**config.mk**
```make
export PLATFORM = sky130hd
export DESIGN_NAME = game_ctrl_flat
export DESIGN_NICKNAME = d
export VERILOG_FILES = /design/src/rtl/game_ctrl_if.sv /design/src/rtl/game_ctrl.sv /design/src/flat_wrapper.sv
export SDC_FILE = /design/constraint.sdc
export NUM_CORES = 1
export LEC_CHECK = 0
export ABC_CLOCK_PERIOD_IN_PS = 5260
export BUFFER_PORTS_ARGS = -buffer_cell sky130_fd_sc_hd__buf_2
export CAP_MARGIN = 20
export CORE_MARGIN = 4
export CORE_UTILIZATION = 42
export CTS_CLUSTER_SIZE = 24
export DETAILED_ROUTE_END_ITERATION = 7
export GPL_TIMING_DRIVEN = 0
export PLACE_DENSITY_LB_ADDON = 0.05
export SLEW_MARGIN = 0
export SYNTH_ARGS = -nofsm -noshare
export SYNTH_HDL_FRONTEND = slang
export SYNTH_SLANG_ARGS = --single-unit
```
**constraint.sdc**
```tcl
create_clock -name clk -period 5.26 [get_ports clk]
set_input_delay 1.052 -clock clk [delete_from_list [all_inputs] [get_ports clk]]
set_output_delay 1.052 -clock clk [all_outputs]
set_load 0.01 [all_outputs]
```
**src/rtl/game_ctrl_if.sv**
```systemverilog
// Handshake bundle between game_ctrl and the board datapath / win-lose logic.
// move_count is present only when GAME_CTRL_MOVE_COUNT_EN is defined.
interface game_ctrl_if;
    logic                  dir_valid;
    logic [1:0]            dir;
    logic                  new_game;
    logic [3:0][3:0][11:0] board_in;   // [row][col], each cell holds the tile value
    logic                  move_done;
    logic                  board_changed;
    logic                  win_in;
    logic                  lose_in;

    logic                  move_start;
    logic [1:0]            move_dir;
    logic                  clear_board;
    logic                  spawn_we;
    logic [1:0]            spawn_row;
    logic [1:0]            spawn_col;
    logic [11:0]           spawn_val;
    logic                  busy;
    logic                  game_won;
    logic                  game_over;
`ifdef GAME_CTRL_MOVE_COUNT_EN
    logic [15:0]           move_count;
`endif

    modport master (
        output dir_valid, dir, new_game, board_in, move_done, board_changed,
               win_in, lose_in,
`ifdef GAME_CTRL_MOVE_COUNT_EN
        input  move_count,
`endif
        input  move_start, move_dir, clear_board, spawn_we, spawn_row,
               spawn_col, spawn_val, busy, game_won, game_over
    );

    modport slave (
        input  dir_valid, dir, new_game, board_in, move_done, board_changed,
               win_in, lose_in,
`ifdef GAME_CTRL_MOVE_COUNT_EN
        output move_count,
`endif
        output move_start, move_dir, clear_board, spawn_we, spawn_row,
               spawn_col, spawn_val, busy, game_won, game_over
    );
endinterface

```
**src/rtl/game_ctrl.sv**
```systemverilog
// Sequencing controller for a 4x4 sliding-tile game: board init, move handshake,
// random tile spawn and win/lose. GAME_CTRL_MOVE_COUNT_EN adds a saturating move counter.
//
// state      | meaning
// INIT_CLR   | pulse clear_board once
// INIT_SPAWN | run the spawn scan twice for the starting tiles
// IDLE       | wait for a move request
// MOVE       | datapath shifting/merging, wait for move_done
// SPAWN      | spawn scan after a board-changing move
// CHECK      | sample win_in / lose_in for one cycle
// WIN        | game won, wait for new_game
// LOSE       | no move left, wait for new_game
module game_ctrl #(
    parameter int MAX_WIN = 11
) (
    input  logic       clk,
    input  logic       rst_n,
    game_ctrl_if.slave bus
);

    if (MAX_WIN < 2 || MAX_WIN > 11) begin : g_bad_max_win
        $error("game_ctrl: MAX_WIN must be 2..11 so the win tile fits in 12 bits");
    end

    typedef enum logic [2:0] {
        INIT_CLR, INIT_SPAWN, IDLE, MOVE, SPAWN, CHECK, WIN, LOSE
    } state_t;

    localparam logic [15:0] LFSR_SEED = 16'hACE1;

    state_t      r_state;
    logic [15:0] r_lfsr;
    logic [3:0]  r_idx;
    logic [3:0]  r_tested;
    logic        r_scan_first;
    logic        r_init_second;
    logic        r_mask_vld;
    logic [3:0]  r_mask_idx;

    logic        r_move_start;
    logic [1:0]  r_move_dir;
    logic        r_clear_board;
    logic        r_spawn_we;
    logic [1:0]  r_spawn_row;
    logic [1:0]  r_spawn_col;
    logic [11:0] r_spawn_val;
    logic        r_busy;
    logic        r_game_won;
    logic        r_game_over;

    logic        w_lfsr_fb;
    logic [3:0]  w_idx;
    logic [11:0] w_cell;
    logic        w_empty;
    logic        w_scan_last;
    logic [11:0] w_new_val;

    assign w_lfsr_fb   = r_lfsr[15] ^ r_lfsr[13] ^ r_lfsr[12] ^ r_lfsr[10];
    assign w_idx       = r_scan_first ? r_lfsr[3:0] : r_idx;
    assign w_cell      = bus.board_in[w_idx[3:2]][w_idx[1:0]];
    // The first init write is not yet visible on board_in, so its cell is masked.
    assign w_empty     = (w_cell == 12'd0) && !(r_mask_vld && (r_mask_idx == w_idx));
    assign w_scan_last = (r_tested == 4'd15);
    assign w_new_val   = (r_lfsr[7:4] == 4'd0) ? 12'd4 : 12'd2;

    always_ff @(posedge clk or negedge rst_n) begin
        if (!rst_n) begin
            r_lfsr <= LFSR_SEED;
        end else begin
            r_lfsr <= {r_lfsr[14:0], w_lfsr_fb};
        end
    end

    always_ff @(posedge clk or negedge rst_n) begin
        if (!rst_n) begin
            r_state       <= INIT_CLR;
            r_idx         <= 4'd0;
            r_tested      <= 4'd0;
            r_scan_first  <= 1'b0;
            r_init_second <= 1'b0;
            r_mask_vld    <= 1'b0;
            r_mask_idx    <= 4'd0;
            r_move_start  <= 1'b0;
            r_move_dir    <= 2'b00;
            r_clear_board <= 1'b0;
            r_spawn_we    <= 1'b0;
            r_spawn_row   <= 2'd0;
            r_spawn_col   <= 2'd0;
            r_spawn_val   <= 12'd0;
            r_busy        <= 1'b0;
            r_game_won    <= 1'b0;
            r_game_over   <= 1'b0;
        end else begin
            r_move_start  <= 1'b0;
            r_clear_board <= 1'b0;
            r_spawn_we    <= 1'b0;
            r_spawn_row   <= 2'd0;
            r_spawn_col   <= 2'd0;
            r_spawn_val   <= 12'd0;

            case (r_state)
                INIT_CLR: begin
                    r_busy <= 1'b1;
                    if (r_clear_board) begin
                        r_state       <= INIT_SPAWN;
                        r_scan_first  <= 1'b1;
                        r_tested      <= 4'd0;
                        r_init_second <= 1'b0;
                        r_mask_vld    <= 1'b0;
                    end else begin
                        r_clear_board <= 1'b1;
                    end
                end

                INIT_SPAWN, SPAWN: begin
                    if (w_empty || w_scan_last) begin
                        if (w_empty) begin
                            r_spawn_we  <= 1'b1;
                            r_spawn_row <= w_idx[3:2];
                            r_spawn_col <= w_idx[1:0];
                            r_spawn_val <= w_new_val;
                        end
                        if (r_state == SPAWN) begin
                            r_state <= CHECK;
                        end else if (!r_init_second) begin
                            r_init_second <= 1'b1;
                            r_scan_first  <= 1'b1;
                            r_tested      <= 4'd0;
                            r_mask_vld    <= w_empty;
                            r_mask_idx    <= w_idx;
                        end else begin
                            r_state    <= IDLE;
                            r_busy     <= 1'b0;
                            r_mask_vld <= 1'b0;
                        end
                    end else begin
                        r_idx        <= w_idx + 4'd1;
                        r_tested     <= r_tested + 4'd1;
                        r_scan_first <= 1'b0;
                    end
                end

                IDLE: begin
                    if (bus.dir_valid) begin
                        r_move_dir   <= bus.dir;
                        r_move_start <= 1'b1;
                        r_busy       <= 1'b1;
                        r_state      <= MOVE;
                    end
                end

                MOVE: begin
                    if (bus.move_done) begin
                        if (bus.board_changed) begin
                            r_state      <= SPAWN;
                            r_scan_first <= 1'b1;
                            r_tested     <= 4'd0;
                        end else begin
                            r_state <= IDLE;
                            r_busy  <= 1'b0;
                        end
                    end
                end

                CHECK: begin
                    r_busy <= 1'b0;
                    if (bus.win_in) begin
                        r_state    <= WIN;
                        r_game_won <= 1'b1;
                    end else if (bus.lose_in) begin
                        r_state     <= LOSE;
                        r_game_over <= 1'b1;
                    end else begin
                        r_state <= IDLE;
                    end
                end

                WIN, LOSE: begin
                    if (bus.new_game) begin
                        r_state       <= INIT_CLR;
                        r_clear_board <= 1'b1;
                        r_busy        <= 1'b1;
                        r_game_won    <= 1'b0;
                        r_game_over   <= 1'b0;
                    end
                end

                default: r_state <= INIT_CLR;
            endcase
        end
    end

`ifdef GAME_CTRL_MOVE_COUNT_EN
    logic [15:0] r_move_count;

    always_ff @(posedge clk or negedge rst_n) begin
        if (!rst_n) begin
            r_move_count <= 16'd0;
        end else if (r_state == INIT_CLR) begin
            r_move_count <= 16'd0;
        end else if (r_state == MOVE && bus.move_done && bus.board_changed
                     && r_move_count != 16'hFFFF) begin
            r_move_count <= r_move_count + 16'd1;
        end
    end

    assign bus.move_count = r_move_count;
`endif

    assign bus.move_start  = r_move_start;
    assign bus.move_dir    = r_move_dir;
    assign bus.clear_board = r_clear_board;
    assign bus.spawn_we    = r_spawn_we;
    assign bus.spawn_row   = r_spawn_row;
    assign bus.spawn_col   = r_spawn_col;
    assign bus.spawn_val   = r_spawn_val;
    assign bus.busy        = r_busy;
    assign bus.game_won    = r_game_won;
    assign bus.game_over   = r_game_over;

endmodule

```
**src/flat_wrapper.sv**
```systemverilog
// flat-port wrapper written by rule: the top's interface ports become plain ports
module game_ctrl_flat 
#(
    parameter int MAX_WIN = 11
)
  (clk, rst_n, bus_dir_valid, bus_dir, bus_new_game, bus_board_in, bus_move_done, bus_board_changed, bus_win_in, bus_lose_in, bus_move_start, bus_move_dir, bus_clear_board, bus_spawn_we, bus_spawn_row, bus_spawn_col, bus_spawn_val, bus_busy, bus_game_won, bus_game_over);
  game_ctrl_if bus_i ();
  input  logic clk;
  input  logic rst_n;
  input wire logic [$bits(bus_i.dir_valid)-1:0] bus_dir_valid;
  input wire logic [$bits(bus_i.dir)-1:0] bus_dir;
  input wire logic [$bits(bus_i.new_game)-1:0] bus_new_game;
  input wire logic [$bits(bus_i.board_in)-1:0] bus_board_in;
  input wire logic [$bits(bus_i.move_done)-1:0] bus_move_done;
  input wire logic [$bits(bus_i.board_changed)-1:0] bus_board_changed;
  input wire logic [$bits(bus_i.win_in)-1:0] bus_win_in;
  input wire logic [$bits(bus_i.lose_in)-1:0] bus_lose_in;
  output wire logic [$bits(bus_i.move_start)-1:0] bus_move_start;
  output wire logic [$bits(bus_i.move_dir)-1:0] bus_move_dir;
  output wire logic [$bits(bus_i.clear_board)-1:0] bus_clear_board;
  output wire logic [$bits(bus_i.spawn_we)-1:0] bus_spawn_we;
  output wire logic [$bits(bus_i.spawn_row)-1:0] bus_spawn_row;
  output wire logic [$bits(bus_i.spawn_col)-1:0] bus_spawn_col;
  output wire logic [$bits(bus_i.spawn_val)-1:0] bus_spawn_val;
  output wire logic [$bits(bus_i.busy)-1:0] bus_busy;
  output wire logic [$bits(bus_i.game_won)-1:0] bus_game_won;
  output wire logic [$bits(bus_i.game_over)-1:0] bus_game_over;
  assign bus_i.dir_valid = bus_dir_valid;
  assign bus_i.dir = bus_dir;
  assign bus_i.new_game = bus_new_game;
  assign bus_i.board_in = bus_board_in;
  assign bus_i.move_done = bus_move_done;
  assign bus_i.board_changed = bus_board_changed;
  assign bus_i.win_in = bus_win_in;
  assign bus_i.lose_in = bus_lose_in;
  assign bus_move_start = bus_i.move_start;
  assign bus_move_dir = bus_i.move_dir;
  assign bus_clear_board = bus_i.clear_board;
  assign bus_spawn_we = bus_i.spawn_we;
  assign bus_spawn_row = bus_i.spawn_row;
  assign bus_spawn_col = bus_i.spawn_col;
  assign bus_spawn_val = bus_i.spawn_val;
  assign bus_busy = bus_i.busy;
  assign bus_game_won = bus_i.game_won;
  assign bus_game_over = bus_i.game_over;
  game_ctrl #(.MAX_WIN(MAX_WIN)) u_core (.clk(clk), .rst_n(rst_n), .bus(bus_i));
endmodule
```
# [After elaboration in Yosys (flattened, before gate mapping)]
# Index checks and enable logic that the tools add are counted.
[word_totals] regBits=58 in_bits=202 out_inout_bits=24
[op_classes] addsub=2 order_cmp=2 eq_ne=24 muxes=70 bitwise_logic=6 reduce_logical=21
[op_table] operator="binary-select mux 48 bit (select 2 bit)" n=1
[op_table] operator="two-way mux 12 bit" n=4
[op_table] operator="two-way mux 48 bit" n=1
[op_table] operator="two-way mux 3 bit" n=11
[op_table] operator="two-way mux 1 bit" n=30
[op_table] operator="two-way mux 4 bit" n=7
[op_table] operator="binary-select mux 12 bit (select 2 bit)" n=1
[op_table] operator="!= test 2 bit (second input constant)" n=9
[op_table] operator="one-hot mux 3 bit (6 select lines)" n=1
[op_table] operator="== test 3 bit (second input constant)" n=4
[op_table] operator="logical NOT 12 bit" n=1
[op_table] operator="two-way mux 2 bit" n=6
[op_table] operator="one-hot mux 4 bit (3 select lines)" n=1
[op_table] operator="AND reduction 4 bit" n=3
[op_table] operator="AND reduction 6 bit" n=2
[op_table] operator="one-hot mux 1 bit (2 select lines)" n=5
[op_table] operator="adder 4 x 1 -> 4 bit (second input constant)" n=2
[op_table] operator="AND reduction 7 bit" n=1
[op_table] operator="== test 3 x 2 -> 1 bit (second input constant)" n=2
[op_table] operator="less-than comparator 2 x 3 -> 1 bit (second input constant)" n=2
[op_table] operator="!= test 2 x 1 -> 1 bit (second input constant)" n=3
[op_table] operator="!= test 3 bit (second input constant)" n=2
[op_table] operator="one-hot mux 1 bit (6 select lines)" n=1
[op_table] operator="== test 4 bit" n=1
[op_table] operator="16 further kinds" n=24

# [Depth between registers and ports, before layout]
[depth] ltp_word=11 depth_mapped=9 ltp_nobuf=7

# [Worst setup path after synthesis]
# Ideal clock, no wire load.
[synth_path] kind="input port to flip-flop" startpoint="input port bus_board_in[128]" endpoint="register u_core.r_idx[0]" setup_ps=125 arrival_time_ps=2723 setup_slack_ps=2412 stages=7 cell_sequence="nor4_1 nand4_1 a2111oi_0 a2111oi_1 o22a_2 nand2_1 mux2_2"
[synth_between] elab_chain_len=9
[synth_rtl] element="start: declaration" line_no="flat_wrapper.sv:13" rtl="input wire logic [$bits(bus_i.board_in)-1:0] bus_board_in;"
[synth_rtl] element="binary-select mux 48 bit (select 2 bit)" line_no="game_ctrl.sv:60" rtl="assign w_cell = bus.board_in[w_idx[3:2]][w_idx[1:0]];"
[synth_rtl] element="two-way mux 48 bit (not written as such)" line_no="game_ctrl.sv:60"
[synth_rtl] element="binary-select mux 12 bit (select 2 bit)" line_no="game_ctrl.sv:60"
[synth_rtl] element="two-way mux 12 bit (not written as such)" line_no="game_ctrl.sv:60"
[synth_rtl] element="logical NOT 12 bit" line_no="game_ctrl.sv:62" rtl="assign w_empty = (w_cell == 12'd0) && !(r_mask_vld && (r_mask_idx == w_idx));"
[synth_rtl] element="logical AND 1 bit" line_no="game_ctrl.sv:62"
[synth_rtl] element="logical OR 1 bit" line_no="game_ctrl.sv:116" rtl="if (w_empty || w_scan_last) begin"
[synth_rtl] element="NOT 1 bit (no line)"
[synth_rtl] element="AND reduction 2 bit (no line)"
[synth_rtl] element="end signal: assignment" line_no="game_ctrl.sv:137" rtl="r_idx <= w_idx + 4'd1;"
[synth_rtl] element="end: declaration" line_no="game_ctrl.sv:33" rtl="logic [3:0] r_idx;"
# Every way passes these cells. The select of a mux whose other input is x is not followed.
# A chain may end at the register's enable or synchronous reset.

# [Worst setup path in the final report]
[layout_path] startpoint="input port bus_board_in[128]" endpoint="register u_core.r_spawn_row[1] (netlist: u_core.bus.spawn_row[1])"
[layout_between] elab_chain_len=9 word_cells_on_any_way=10 cone_classes="mux: 7; reduce/logical: 3"
[layout_rtl] element="binary-select mux 48 bit (select 2 bit) (*)" line_no="game_ctrl.sv:60"
[layout_rtl] element="two-way mux 48 bit (not written as such) (*)" line_no="game_ctrl.sv:60"
[layout_rtl] element="binary-select mux 12 bit (select 2 bit) (*)" line_no="game_ctrl.sv:60"
[layout_rtl] element="two-way mux 12 bit (not written as such) (*)" line_no="game_ctrl.sv:60"
[layout_rtl] element="logical NOT 12 bit (*)" line_no="game_ctrl.sv:62"
[layout_rtl] element="logical AND 1 bit (*)" line_no="game_ctrl.sv:62"
[layout_rtl] element="two-way mux 2 bit or logical OR 1 bit (tied branches)" line_no="game_ctrl.sv:117, game_ctrl.sv:116"
[layout_rtl] element="two-way mux 2 bit (*)" line_no="game_ctrl.sv:116"
[layout_rtl] element="two-way mux 2 bit (*)" line_no="game_ctrl.sv:101" rtl="case (r_state)"
[layout_rtl] element="end signal: assignment" line_no="game_ctrl.sv:119" rtl="r_spawn_row <= w_idx[3:2];"
[layout_rtl] element="end: declaration" line_no="game_ctrl.sv:44" rtl="logic [1:0] r_spawn_row;"
# Every way passes the cells marked *; elsewhere a longest branch is shown, timed or not. The select of a mux whose other input is x is not followed.

==> metrics <==
Avg Vias per Cell=5.28; ys async rst share=100%; MaxCap Viol Count=0; share of cells above drive strength 1=53.5%; CTS HTree Levels=2; switching pwr=0.580 mW; antenna cells=0; Period minus WS final=3.28 ns; Lkg Pwr=2.03 nW; Post-synth EDFFs=0; critical path class=input pin to flop; Main synth FF type=dfrtp_1; DRC Markers=0; Final Max Slew Viols=0; cell chain of the critical path=buf_2, nor4_1, nand4_1, a2111oi_0, a2111oi_1, o22ai_1, nand2_1, nor2_1; final setup violation count=0; Highest Clock Rate=305 MHz; Critical Path AT=3.52 ns; first-pass GRT wire length=14200 µm; Post-Syn Instances=274; CTS resizes=0; Clock Power Share=18.5%; slowest stage delay, CP=0.57 ns; WP buf/inv=1; crit-path max FO=7; Remaining Overflow, GRT=0; synth unique cells=50; synth warn=0; ANT nets after route=0; Final nets=710; Filler cells=560; PortBufs=215; number of global-route vias before repair=3089; CP max stage cell=o22ai_1; Die ar.=7860 µm²; syn_area_per_cell=9.97 µm²; Routed WL=9540 µm; number of synthesized register bits=48; Die H=88.7 µm; Setup Skew=0.00555 ns; delay-heaviest family, CP=compound AO/OA/AOI/OAI gates; WL/cell=16.3 µm; Startpoint Class=input pin; Mapped Area=2730 µm²; Sequential Power Share=34.5%; antenna violations before repair=0; slew margin rel.=54.8%; combinational power share=47.0%; Die W=88.7 µm; area occupied by multi-input gates=1410 µm²; Final HPWL DP=8050 µm; switch share=39.0%; Met3 Routed Length=832 µm; Root Buffer=clkbuf_8; pwr/cell area=365 nW/µm²; hold-fix buffers at CTS=0; CTS sink cnt=48; Worst Slack Setup Final=1.98 ns; Pint=0.908 mW; DR top layer=met4; status=complete, no violations; register area share after synthesis=44.3%; Worst Tran Pin Value=0.678 ns; Clock Path Buffers=2; Fin. Hold Viols=0; core area=6350 µm²; DR iter-0 viols=123; clk_lat worst skew=0.31 ns; pin count of the biggest net entering global routing=49; Placer Congestion=0.857; VDD IR-drop max=0.315 mV; Rows=29; met1 wire length=3690 µm; GR Util All Layers=23.8%; DR WL met2=4940 µm; Tcrit/Tclk final=62.3%; element type at the critical path end=flop; Setup Slack @ Placement=1.71 ns; Min Hold Slack=0.359 ns; RSZ-0062 raised after global routing=no; Finished Cell Area=4070 µm²; Post-DP Area=3940 µm²; IO Count=226; register area=1210 µm²; Synth-to-Final Area Change=49.1%; CP required=5.50 ns; worst min-delay path class=flop to flop; TritonCTS Buffers=5; DRT Pass-1 Iters=4; clk slew on worst S/H paths=0.09 ns; via count=3084; TritonCTS clock tree=done; post-CTS setup buffers=0; PnR Total Power=1.49 mW; commonest non-fill, non-tap cell in the layout=buf_2; commonest cells after routing, fill and taps aside=buf_2, nor4_1, dfrtp_1; Setup TNS Final=0 ns; Initial Util=43.0%
routing by layer:
layer / vias to the layer above / GRT usage [%]
li1: 1502 / -
met1: 1423 / 28.3
met2: 146 / 43.7
met3: 13 / 5.40
met4: 0 / 4.67
met5: - / 0
final timing paths:
check / cells past startpoint / from / endpoint / slack, ns
max reg2reg: 7 / u_core.r_scan_first$_DFFE_PN0P_ / u_core.r_mask_idx[0]$_DFFE_PN0P_ / 2.34
min reg2reg: 0 / u_core.r_lfsr[9]$_DFF_PN0_ / u_core.r_lfsr[10]$_DFF_PN1_ / 0.36
max in group asynchronous: 2 / rst_n / u_core.r_lfsr[13]$_DFF_PN1_ / 4.13
min: 0 / u_core.r_lfsr[9]$_DFF_PN0_ / u_core.r_lfsr[10]$_DFF_PN1_ / 0.36
max: 8 / bus_board_in[128] / u_core.bus.spawn_row[1]$_DFF_PN0_ / 1.98
min in group asynchronous: 1 / rst_n / u_core.bus.move_start$_DFF_PN0_ / 0.60
state kept, by name (all words and copies together) (netlist names), 2 cells and up:
signal and flops:
u_core.r_lfsr 16, u_core.r_idx 4, u_core.r_mask_idx 4, u_core.r_tested 4
u_core.r_state 3, u_core.bus.move_dir 2, u_core.bus.spawn_col 2, u_core.bus.spawn_row 2
u_core.bus.spawn_val 2
synth_stat cells, drive strengths merged (3+ instances only):
library cell,count,area [µm²]
nor4,50,328
dfrtp,40,1000
nand2,23,86.3
nand4,16,115
o21ai,16,87.6
mux2,13,150
nor2,13,48.8
buf,12,97.6
inv,10,37.5
a21oi,9,45.0
dfstp,8,210
xnor2,7,61.3
nand3,6,30.0
a2111oi,4,36.3
clkbuf,4,15.0
mux2i,4,81.3
nor2b,4,25.0
nand2b,3,18.8
nor3,3,15.0
kinds of logic after synthesis:
logic type,share of synthesized area [%]
compound gates,11.4
xor+xnor,2.88
fa+ha+maj,0.916
buf+inv,5.49
flops,44.3
mux,8.47
other cells,0.137
simple gates,26.4
power by group through the flow:
| stage | logic, mW | clock network, mW | registers [mW] |
|---|---|---|---|
| after floorplan | 0.469 | 0 | 0.519 |
| after global placement | 0.684 | 0 | 0.515 |
| after detailed placement | 0.698 | 0 | 0.520 |
| after CTS | 0.700 | 0.278 | 0.513 |
| after global routing | 0.785 | 0.298 | 0.525 |
| final | 0.699 | 0.275 | 0.513 |
layout make-up:
cell class                      instances  area share, %
Inverter                               10          0.921
Multi-Input combinational cell        209           34.5
Sequential cell                        48           29.7
Tap cell                               77           2.36
Clock inverter                          3           1.14
Buffer                                 16           2.76
Timing Repair Buffer                  216           26.9
Clock buffer                            5           1.69
metrics by stage:
stage                     std cells  util (%)
after floorplan                 283         -
after detailed placement        575      62.0
after CTS                       583      63.8
final                           584      64.2
after global placement          575      62.0
after global routing            584      64.2
Power figures use the tool's default switching activity.
